==> config.mk <==
export PLATFORM = sky130hd
export DESIGN_NAME = plusarg_timeout_monitor
export DESIGN_NICKNAME = d
export VERILOG_FILES = /design/src/rtl/plusarg_timeout_monitor.sv
export SDC_FILE = /design/constraint.sdc
export NUM_CORES = 1
export LEC_CHECK = 0
export ABC_AREA = 1
export BUFFER_PORTS_ARGS = -buffer_cell sky130_fd_sc_hd__clkbuf_2
export CAP_MARGIN = 10
export CELL_PAD_IN_SITES_DETAIL_PLACEMENT = 0
export CELL_PAD_IN_SITES_GLOBAL_PLACEMENT = 2
export CORE_ASPECT_RATIO = 1.1
export CORE_MARGIN = 1
export CORE_UTILIZATION = 33
export CTS_CLUSTER_DIAMETER = 100
export CTS_CLUSTER_SIZE = 25
export DETAILED_ROUTE_END_ITERATION = 8
export PLACE_DENSITY_LB_ADDON = 0.1
export SYNTH_ARGS = -nofsm -noshare
export SYNTH_HDL_FRONTEND = slang
export SYNTH_SLANG_ARGS = --single-unit
==> constraint.sdc <==
create_clock -name clock -period 4.9 [get_ports clock]
set_input_delay 0.735 -clock clock [delete_from_list [all_inputs] [get_ports clock]]
set_output_delay 0.735 -clock clock [all_outputs]
set_load 0.02 [all_outputs]
==> src/rtl/plusarg_timeout_monitor.sv <==
// plusarg_timeout_monitor: idle-cycle watchdog against a plusarg-supplied cycle limit.
// Limit is captured once after reset; expiry is sticky until the next reset.
module plusarg_timeout_monitor #(
  parameter int WIDTH = 32
) (
  input  logic             clock,
  input  logic             reset_n,
  input  logic [31:0]      limit,
  input  logic             enable,
  input  logic             kick,
  output logic             armed,
  output logic [WIDTH-1:0] count,
  output logic             expired,
  output logic             expired_pulse
);
  typedef enum logic [1:0] {LOAD, OFF, RUN, EXPIRED} state_t;
  localparam logic [31:0] MAXV = 32'((64'd1 << WIDTH) - 64'd1);
  state_t           r_state;
  logic [WIDTH-1:0] r_lim;
  logic [WIDTH-1:0] r_count;
  logic             r_armed;
  logic             r_expired;
  logic             r_pulse;
  logic [WIDTH-1:0] w_eff;
  logic             w_hit;
  // Limits beyond the counter range saturate rather than truncate
  assign w_eff = (limit > MAXV) ? MAXV[WIDTH-1:0] : limit[WIDTH-1:0];
  assign w_hit = ((WIDTH+1)'(r_count) + (WIDTH+1)'(1)) == (WIDTH+1)'(r_lim);
  always_ff @(posedge clock or negedge reset_n) begin
    if (!reset_n) begin
      r_state   <= LOAD;
      r_lim     <= '0;
      r_count   <= '0;
      r_armed   <= 1'b0;
      r_expired <= 1'b0;
      r_pulse   <= 1'b0;
    end else begin
      r_pulse <= 1'b0;
      case (r_state)
        LOAD: begin
          r_lim   <= w_eff;
          r_state <= (w_eff == '0) ? OFF : RUN;
          r_armed <= (w_eff != '0);
        end
        RUN: begin
          if (kick) r_count <= '0;
          else if (enable && w_hit) begin
            r_count   <= r_lim;
            r_state   <= EXPIRED;
            r_armed   <= 1'b0;
            r_expired <= 1'b1;
            r_pulse   <= 1'b1;
          end else if (enable) r_count <= r_count + WIDTH'(1);
        end
        default: ;
      endcase
    end
  end
  assign armed         = r_armed;
  assign count         = r_count;
  assign expired       = r_expired;
  assign expired_pulse = r_pulse;
endmodule

Yosys cells after proc, flatten, opt, wreduce, memory -nomap -nowiden --
Cells that the tools add are included.
Operators by class: add/sub/neg operators 2, $mul 0, div/mod/pow operators 0, order comparisons 1, eq/ne operators 4, shift-type cells 0, multiplexer cells 14, bitwise gates (word level) 1, reductions and logical operators 9
Operator list (count):
- 32-bit 2-to-1 mux | 4
- 32-bit by 1-bit adder with 33-bit output (second input constant) | 1
- 33-bit by 32-bit equality test with 1-bit output | 1
- 32-bit by 1-bit adder with 32-bit output (second input constant) | 1
- 32-bit greater-than comparator (second input constant) | 1
- 32-bit zero test | 1
- 32-bit nonzero test | 1
- 2-bit 2-to-1 mux | 3
- 3-bit AND reduction | 2
- 1-bit 2-to-1 mux | 5
- 2-bit != test (second input constant) | 2
- 2-bit one-hot mux with 2 select lines | 1
- 3-bit nonzero test | 1
- 2-bit equality test (second input constant) | 1
- 2-bit zero test | 1
- 1-bit one-hot mux with 2 select lines | 1
- 2-bit AND reduction | 1
- 2-bit nonzero test | 1
- 1-bit logical AND | 1
- 1-bit inverter | 1
Storage, ports and cells: register bits after elaboration 69, latch bits 0, memory bits (writable) 0, memory bits (read-only) 0, memories 0

Depth between registers and ports, before layout --
Gate-level depths: netlist of run 1.
word-level depth 6, mapped depth 17

Worst setup path before layout of run 1 --
Ideal clock, no wire load.
path kind reg-to-reg, from reg r_count[1], in the netlist count[1], to reg r_armed, in the netlist armed, setup time 0.117 ns, arrival 2.052 ns, data required time 4.783 ns, setup slack 2.731 ns, stages on the path, launching flop included 17, period minus slack after synthesis 2.169 ns, cells stage by stage dfrtp_1 > ha_1 > nand2_2 > nor2_2 > nand2_4 > nor2_4 > nand2_2 > nand2_1 > nand2_1 > nand2_1 > nand2_1 > nor2_1 > nand2_1 > nor2_1 > nand4_2 > nand3_1 > nand2_1
On the way: cells in the longest elaborated chain, start to end 5
Ends and longest elaborated chain:
- from (decl) | RTL line 20 | logic [WIDTH-1:0] r_count;
- from (signal assigned) | RTL line 48 | r_count <= r_lim;
- from (signal assigned) | RTL line 53 | end else if (enable) r_count <= r_count + WIDTH'(1);
- 32-bit by 1-bit adder with 33-bit output | RTL line 28 | assign w_hit = ((WIDTH+1)'(r_count) + (WIDTH+1)'(1)) == (WIDTH+1)'(r_lim);
- 33-bit by 32-bit equality test with 1-bit output | RTL line 28
- 1-bit logical AND | RTL line 47 | else if (enable && w_hit) begin
- 2-bit != test (no source line)
- 3-bit AND reduction (no source line)
- to (signal assigned) | RTL line 43 | r_armed <= (w_eff != '0);
- to (decl) | RTL line 21 | logic r_armed;
No other way between the ends. A chain may end at the register's enable or synchronous reset.

Final worst setup path of run 1 --
from reg r_count[12], in the netlist count[12], to reg r_pulse, in the netlist expired_pulse
On the way: cells in the longest elaborated chain, start to end 6
Ends and longest elaborated chain:
- 32-bit by 1-bit adder with 33-bit output | RTL line 28
- 33-bit by 32-bit equality test with 1-bit output | RTL line 28
- 1-bit logical AND | RTL line 47
- 1-bit 2-to-1 mux | RTL line 47
- 1-bit 2-to-1 mux | RTL line 46 | if (kick) r_count <= '0;
- 1-bit 2-to-1 mux | RTL line 39 | case (r_state)
- to (signal assigned) | RTL line 36 | r_pulse <= 1'b0;
- to (signal assigned) | RTL line 38 | r_pulse <= 1'b0;
- to (signal assigned) | RTL line 52 | r_pulse <= 1'b1;
- to (decl) | RTL line 23 | logic r_pulse;
No other way between the ends.

==> results.json, run 1 <==
{
  "status": "finished clean",
  "htreeDepth": 3,
  "setup_violations": 0,
  "wl_per_cell_um": 16.88,
  "final.setup.worst_slack_ns": 2.202,
  "multi_input_area_mm2": 0.002436,
  "fin_tns_setup_ns": 0,
  "p_total_w": 0.001359,
  "gp_congestion": 0.8543,
  "leakage_nw": 2.607,
  "clk_pin_slew_worst_paths_ns": 0.05,
  "drt_iter0_markers": 277,
  "peakVddDrop_v": 0.0001156,
  "cpMostUsedCell": "nand2_1",
  "grt_pass1_wl_um": 25560,
  "register_area_mm2": 0.001727,
  "dieArea_mm2": 0.01419,
  "netlist.area_leader.share": 0.3814,
  "hold_start": "expired",
  "cp-start-kind": "flip-flop",
  "fmax_ghz": 0.3707,
  "crit_chain": "nand2_1, nor2_1, nand2_1, nor2_8, nand2_1, nand2_1, o21ai_0, nor3_1, nand2_1, nor2_1, nand2_1, nor2_1, nand2_1, nor2_1",
  "clock_latency_ns": 0.35,
  "cp.buffers_inverters": 0,
  "num-fill-cells": 1481,
  "core_mm2": 0.01327,
  "cts_tree": "done",
  "syn_to_final_growth_pct": 18.44,
  "antenna_found_initial": 0,
  "path_max_fanout": 7,
  "grt.overflow.total": 0,
  "yosys_register_bits": 69,
  "dieHeight_um": 124.8,
  "hold_depth": 2,
  "fin_area_mm2": 0.005361,
  "grt_max_degree": 70,
  "drc": 0,
  "p_per_area_mw_per_mm2": 253.6,
  "min_to": "expired",
  "synthTopCellsByArea": "dfrtp_1 (38%), nand2_1 (21%), nand3_1 (7.8%)",
  "initial_utilization": 0.3412,
  "slowest_delay_ns": 0.51,
  "reg2reg_setup_slack_ns": 2.20,
  "post-cts-setup-buffer-count": 0,
  "worst_pin_slew_ns": 1.032,
  "crit_type": "reg -> reg",
  "hold_buffers": 0,
  "num-nets-final": 808,
  "avgSynthCellArea_um2": 6.448,
  "r2r_start": "count[12]",
  "timing.final.crit_share": 0.5505,
  "numPortBuffers": 70,
  "worstRegToRegCells": 14,
  "antenna_cells": 0,
  "synth_area_mm2": 0.004527,
  "root_buffer": "clkbuf_16",
  "fin_crit_ns": 2.698,
  "seq_area_frac_synth": 0.3814,
  "whs_ns": 0.4649,
  "dpl.hpwl_um": 12740,
  "slew_viol_final": 0,
  "synth_cell_types": 29,
  "post_cts_resized": 0,
  "ys_warn_count": 0,
  "syn_nets": 739,
  "grt_setup_unrepaired": "false",
  "rows": 44,
  "ios": 71,
  "route.vias.total": 4797,
  "cap_violations": 0,
  "relSlewSlack": 0.3104,
  "avgViaCountPerCell": 5.007,
  "dpl_cell_area_mm2": 0.005095,
  "r2r-end": "expired_pulse",
  "netlist.top_cell.by_area": "dfrtp_1",
  "die_x_um": 113.7,
  "ant_nets": 0,
  "cts_buffer_depth": 2,
  "crit_required_ns": 5.17,
  "end_kind": "flip-flop",
  "routed_wl_um": 16170,
  "arrival_ns": 2.97,
  "drive_above_1_share": 0.1395,
  "grt_pass1_vias": 4605,
  "drtPass1Iterations": 5,
  "cp_slowest_cell": "dfrtp_1",
  "clock-skew-final_ns": 0.005633,
  "hp-class": "reg -> reg",
  "crit_family": "simple AND/OR/NAND/NOR gates",
  "syn_inst": 702,
  "place_ws_ns": 2.187,
  "track_usage": 0.2431,
  "numCtsBuffers": 9,
  "hold_viol": 0,
  "cts_num_sinks": 69
}
[layout make-up]
cell class                      count  area share
Sequential cell                    69      0.3221
Multi-Input combinational cell    531      0.4544
Inverter                           87     0.06091
Tap cell                          184     0.04294
Clock buffer                       12     0.04784
Timing Repair Buffer               73     0.07001
Clock inverter                      2    0.001867
[power by group]
group,total [W],switching (W),internal [W]
logic,0.000138,0.0000975,0.0000404
registers,0.000605,0.0000220,0.000583
clock network,0.000616,0.000253,0.000363
total,0.00136,0.000373,0.000987
[cells in the mapped netlist (all sizes together)]
master / instances
a21oi: 3
a31oi: 2
and2: 1
clkbuf: 15
dfrtp: 69
ha: 1
inv: 87
nand2: 259
nand3: 72
nand3b: 1
nand4: 27
nor2: 81
nor3: 3
nor3b: 1
nor4: 8
o21ai: 68
o31ai: 1
or2: 1
xnor3: 1
xor2: 1
[stage by stage]
stage,instances,util
final,958,0.4041
after global routing,958,0.4041
after CTS,958,0.4041
after detailed placement,944,0.3840
after global placement,944,0.3840
after floorplan,702,-
[flip-flops by register name, summed over array words and instances, names as in the netlist]
name,count
r_state,2
expired,1
r_lim,32
count,32
armed,1
expired_pulse,1
[per-layer routing]
layer	part of all wire	GRT usage	routed length (µm)
met5	0	0	0
met4	0.037	0.1176	599
met3	0.033	0.03114	528
met2	0.49	0.4014	7906
met1	0.44	0.3114	7135
[cell usage in the layout, fill, tap and decap left out]
master | netlist | layout
a21oi_4 | 0 | 1
nand4_1 | 26 | 26
buf_4 | 0 | 4
nor2_8 | 1 | 1
nor2_1 | 70 | 69
nand3b_1 | 1 | 1
o21ai_1 | 3 | 3
nand2_2 | 3 | 3
dfrtp_1 | 69 | 69
clkbuf_8 | 0 | 2
and2_1 | 1 | 1
clkinv_2 | 0 | 2
a21oi_1 | 3 | 2
inv_1 | 86 | 86
nor3b_1 | 1 | 1
nor2_4 | 5 | 6
nor3_1 | 3 | 3
nand3_2 | 1 | 1
inv_2 | 1 | 1
or2_2 | 1 | 1
nand4_2 | 1 | 1
o31ai_1 | 1 | 1
o21ai_0 | 65 | 65
nor2_2 | 5 | 5
xor2_1 | 1 | 1
xnor3_1 | 1 | 1
clkbuf_2 | 0 | 69
nand2_1 | 254 | 254
ha_1 | 1 | 1
a31oi_1 | 2 | 2
nand3_1 | 71 | 71
nand2_4 | 2 | 2
nor4_1 | 8 | 8
clkbuf_16 | 0 | 9
clkbuf_1 | 15 | 1
[tightest hold or removal path, cell delays in order, from the launching register on]
cell and delay, ns:
dfrtp_1 0.34, inv_1 0.04, nand2_1 0.05
[kinds of logic after synthesis]
group / Yosys count / share of synthesized area
adder cells (fa/ha/maj): 1 / 0.002764
buffers and inverters: 102 / 0.08458
flip-flops: 69 / 0.3814
AND/OR/NAND/NOR: 454 / 0.4414
AO/OA/AOI/OAI: 74 / 0.08292
XOR/XNOR: 2 / 0.006910
[worst max-delay path by stage]
stage                          endpoint      start  slack [ns]  cells past startpoint
after floorplan                   armed   count[1]        2.73                     16
after global placement    expired_pulse  count[12]        2.22                     14
after detailed placement      count[17]       kick        2.19                      7
after CTS                    r_state[1]  count[12]        2.24                     12
after global routing      expired_pulse   count[8]        2.00                     14
final                     expired_pulse  count[12]        2.20                     14
No activity file was read; power rests on OpenSTA's default activity.
==> run 2, diff against run 1 <==
ABC_AREA = 0   (was 1)
CORE_UTILIZATION = 32   (was 33)
clock period = 2.38 ns   (was 4.9 ns; I/O delays follow)
==> run 2 against run 1 <==
Effect of this change: the flow now finishes with violations (setup timing); worst hold slack got worse by 0.34 ns; final area grew 36%; combinational power rose by 18%; first-iteration DRC count rose by 4.7%; register-to-register slack got worse by 2.9 ns; sequential cell count is the same; setup slack got worse by 2.9 ns; global-route usage shrank 0.092 points; via count increased by 9.1%; sequential share of layout area down 8.4 points; clock power rose by 100%; clock skew grew 0.0041 ns.
==> results.json, run 2 <==
{
  "status": "finished with violations",
  "violations": "setup timing",
  "root_buffer": "clkbuf_16",
  "synthSimpleGateAreaFrac": 0.2743,
  "rows": 46,
  "ios": 71,
  "drive_above_1_share": 0.4661,
  "crit_chain": "ha_4, nand3_4, buf_4, or4_4, o31a_1, o21a_1, o2111ai_2, nor4_4, buf_4, buf_12, buf_12, or4b_4, nand3_2",
  "track_usage": 0.2422,
  "synth_edf_count": 0,
  "timing.final.crit_share": 1.300,
  "netlist.area_leader.share": 0.3574,
  "leakage_nw": 3.446,
  "synth_area_mm2": 0.004831,
  "grt.overflow.total": 0,
  "synth_fa_ha_area_frac": 0.002590,
  "end_kind": "flip-flop",
  "p_per_area_mw_per_mm2": 355.6,
  "ys_warn_count": 0,
  "p_comb_frac": 0.063,
  "fmax_ghz": 0.3233,
  "hp-class": "in -> async",
  "num-fill-cells": 1394,
  "avgSynthCellArea_um2": 8.930,
  "num-nets-final": 800,
  "synth_compound_area_frac": 0.1689,
  "drt_iter0_markers": 290,
  "slowest_delay_ns": 0.50,
  "synth_cell_types": 61,
  "grt_setup_unrepaired": "true",
  "ant_nets": 0,
  "dpl.hpwl_um": 13690,
  "seq_area_frac_synth": 0.3574,
  "register_area_mm2": 0.001737,
  "fin_crit_ns": 3.093,
  "p_int_w": 0.001967,
  "die_x_um": 119.2,
  "setup_violations": 28,
  "grt_max_degree": 65,
  "synthTopCellsByArea": "dfrtp_1 (36%), mux2_2 (7.2%), xnor2_1 (4.5%)",
  "htreeDepth": 3,
  "crit_required_ns": 2.65,
  "dieHeight_um": 130.9,
  "arrival_ns": 3.37,
  "final.setup.worst_slack_ns": -0.7133,
  "cap_violations": 0,
  "cp-start-kind": "flip-flop",
  "netlist.top_cell.by_area": "dfrtp_1",
  "cp.buffers_inverters": 4,
  "grt_pass1_vias": 5145,
  "p_seq_frac": 0.454,
  "wl_per_cell_um": 19.15,
  "numCtsBuffers": 9,
  "clk_pin_slew_worst_paths_ns": 0.06,
  "cts_num_sinks": 69,
  "mostFrequentLayoutCell": "buf_4",
  "fin_tns_setup_ns": -16.28,
  "slew_viol_final": 0,
  "yosysMostFrequentCell": "dfrtp_1",
  "syn_inst": 541,
  "dieArea_mm2": 0.01559,
  "gp_congestion": 0.8507,
  "dominantRegCellSynth": "dfrtp_1",
  "antenna_found_initial": 0,
  "avgViaCountPerCell": 5.453,
  "power.switching_w": 0.0006326,
  "synth_top_family_by_area": "simple AND/OR/NAND/NOR gates",
  "grt_pass1_wl_um": 28520,
  "clock-skew-final_ns": 0.009739,
  "path_max_fanout": 6,
  "yosys_register_bits": 69,
  "synthMuxAreaShare": 0.07226,
  "peakVddDrop_v": 0.0002597,
  "initial_utilization": 0.3318,
  "numPortBuffers": 70,
  "drc": 0,
  "route.vias.total": 5235,
  "relSlewSlack": 0.3815,
  "hold_buffers": 0,
  "cts_tree": "done",
  "syn_nets": 578,
  "hold_viol": 0,
  "synthXorXnorAreaFrac": 0.08159,
  "cp_slowest_cell": "or4b_4",
  "clock_latency_ns": 0.34,
  "async_flop_share": 1.000,
  "drtPass1Iterations": 5,
  "crit_family": "simple AND/OR/NAND/NOR gates",
  "p_sw_frac": 0.2434,
  "pwr-share-clk": 0.483,
  "whs_ns": 0.1225,
  "worst_pin_slew_ns": 0.9277,
  "cts_buffer_depth": 2,
  "antenna_cells": 0,
  "multi_input_area_mm2": 0.003132,
  "ys_top_cells_by_count": "dfrtp_1 (69), nand2_1 (56), nand3_1 (39)",
  "mostFrequentLayoutCells": "buf_4 (171), clkbuf_2 (69), dfrtp_1 (61), nand2_1 (55), nand3_1 (37)",
  "core_mm2": 0.01456,
  "crit_type": "reg -> reg",
  "p_total_w": 0.002599,
  "syn_to_final_growth_pct": 51.31,
  "routed_wl_um": 18380
}
## run 2: repair_timing
item                       in CTS  in global routing
gates resized for setup        41                 16
pin swaps                      14                 19
gates cloned                    2                  2
setup endpoints to repair      28                 29
buffers inserted               21                  1
## run 2: path summary, 6_finish.rpt
| path | from | endpoint | slack, ns | depth (start not counted) |
|---|---|---|---|---|
| max | count[1] | count[2] | -0.71 | 13 |
| min | reset_n | r_lim[19] | 0.12 | 1 |
| max reg2reg | count[1] | count[2] | -0.71 | 13 |
| min reg2reg | expired | expired | 0.46 | 1 |
| max in group asynchronous | reset_n | count[1] | 1.64 | 1 |
| min in group clock | limit[8] | r_lim[8] | 0.26 | 3 |
## run 2: final cells by class
| cell class | count | area share |
|---|---|---|
| multi-input cells | 423 | 0.4284 |
| repair buffers | 258 | 0.2629 |
| flip-flops and latches | 69 | 0.2376 |
| clock buffers | 12 | 0.03372 |
| well taps | 192 | 0.03287 |
| clock inverters | 4 | 0.003423 |
| inverters | 2 | 0.001027 |
## run 2: worst reg2reg max path, cell delays in order, from the launching register on
cell	delay, ns
dfrtp_2	0.38
ha_4	0.16
nand3_4	0.09
buf_4	0.15
or4_4	0.42
o31a_1	0.32
o21a_1	0.20
o2111ai_2	0.25
nor4_4	0.08
buf_4	0.16
buf_12	0.13
buf_12	0.13
or4b_4	0.50
nand3_2	0.07
## run 2: logic make-up after synthesis
| family | count (synthesis) |
|---|---|
| adder cells (fa/ha/maj) | 1 |
| AO/OA/AOI/OAI | 112 |
| buffers and inverters | 49 |
| XOR/XNOR | 45 |
| multiplexers | 31 |
| flip-flops | 69 |
| AND/OR/NAND/NOR | 234 |
## run 2: power by group through the flow
stage | Sequential [W] | Combinational [W] | Clock [W]
floorplan | 0.00121 | 0.0000469 | 0
global placement | 0.00120 | 0.000158 | 0
detailed placement | 0.00120 | 0.000158 | 0
CTS | 0.00118 | 0.000164 | 0.00127
global route | 0.00118 | 0.000180 | 0.00132
finish | 0.00118 | 0.000163 | 0.00126
## run 2: stage by stage
stage	util	worst slack (ns)	area (µm²)	std cells
2_1_floorplan	-	-0.6519	4930	541
3_3_place_gp	0.4496	-0.7028	6546	920
3_5_place_dp	0.4496	-0.8218	6546	920
4_1_cts	0.4930	-0.6371	7178	958
5_1_grt	0.5020	-0.8272	7310	960
6_report	0.5020	-0.7133	7310	960
## run 2: routing by layer
metal | vias up | track usage | wire length, µm
li1 | 2508 | - | -
met1 | 2584 | 0.3277 | 8707
met2 | 122 | 0.4018 | 8731
met3 | 21 | 0.03429 | 576
met4 | 0 | 0.07297 | 367
met5 | - | 0 | 0
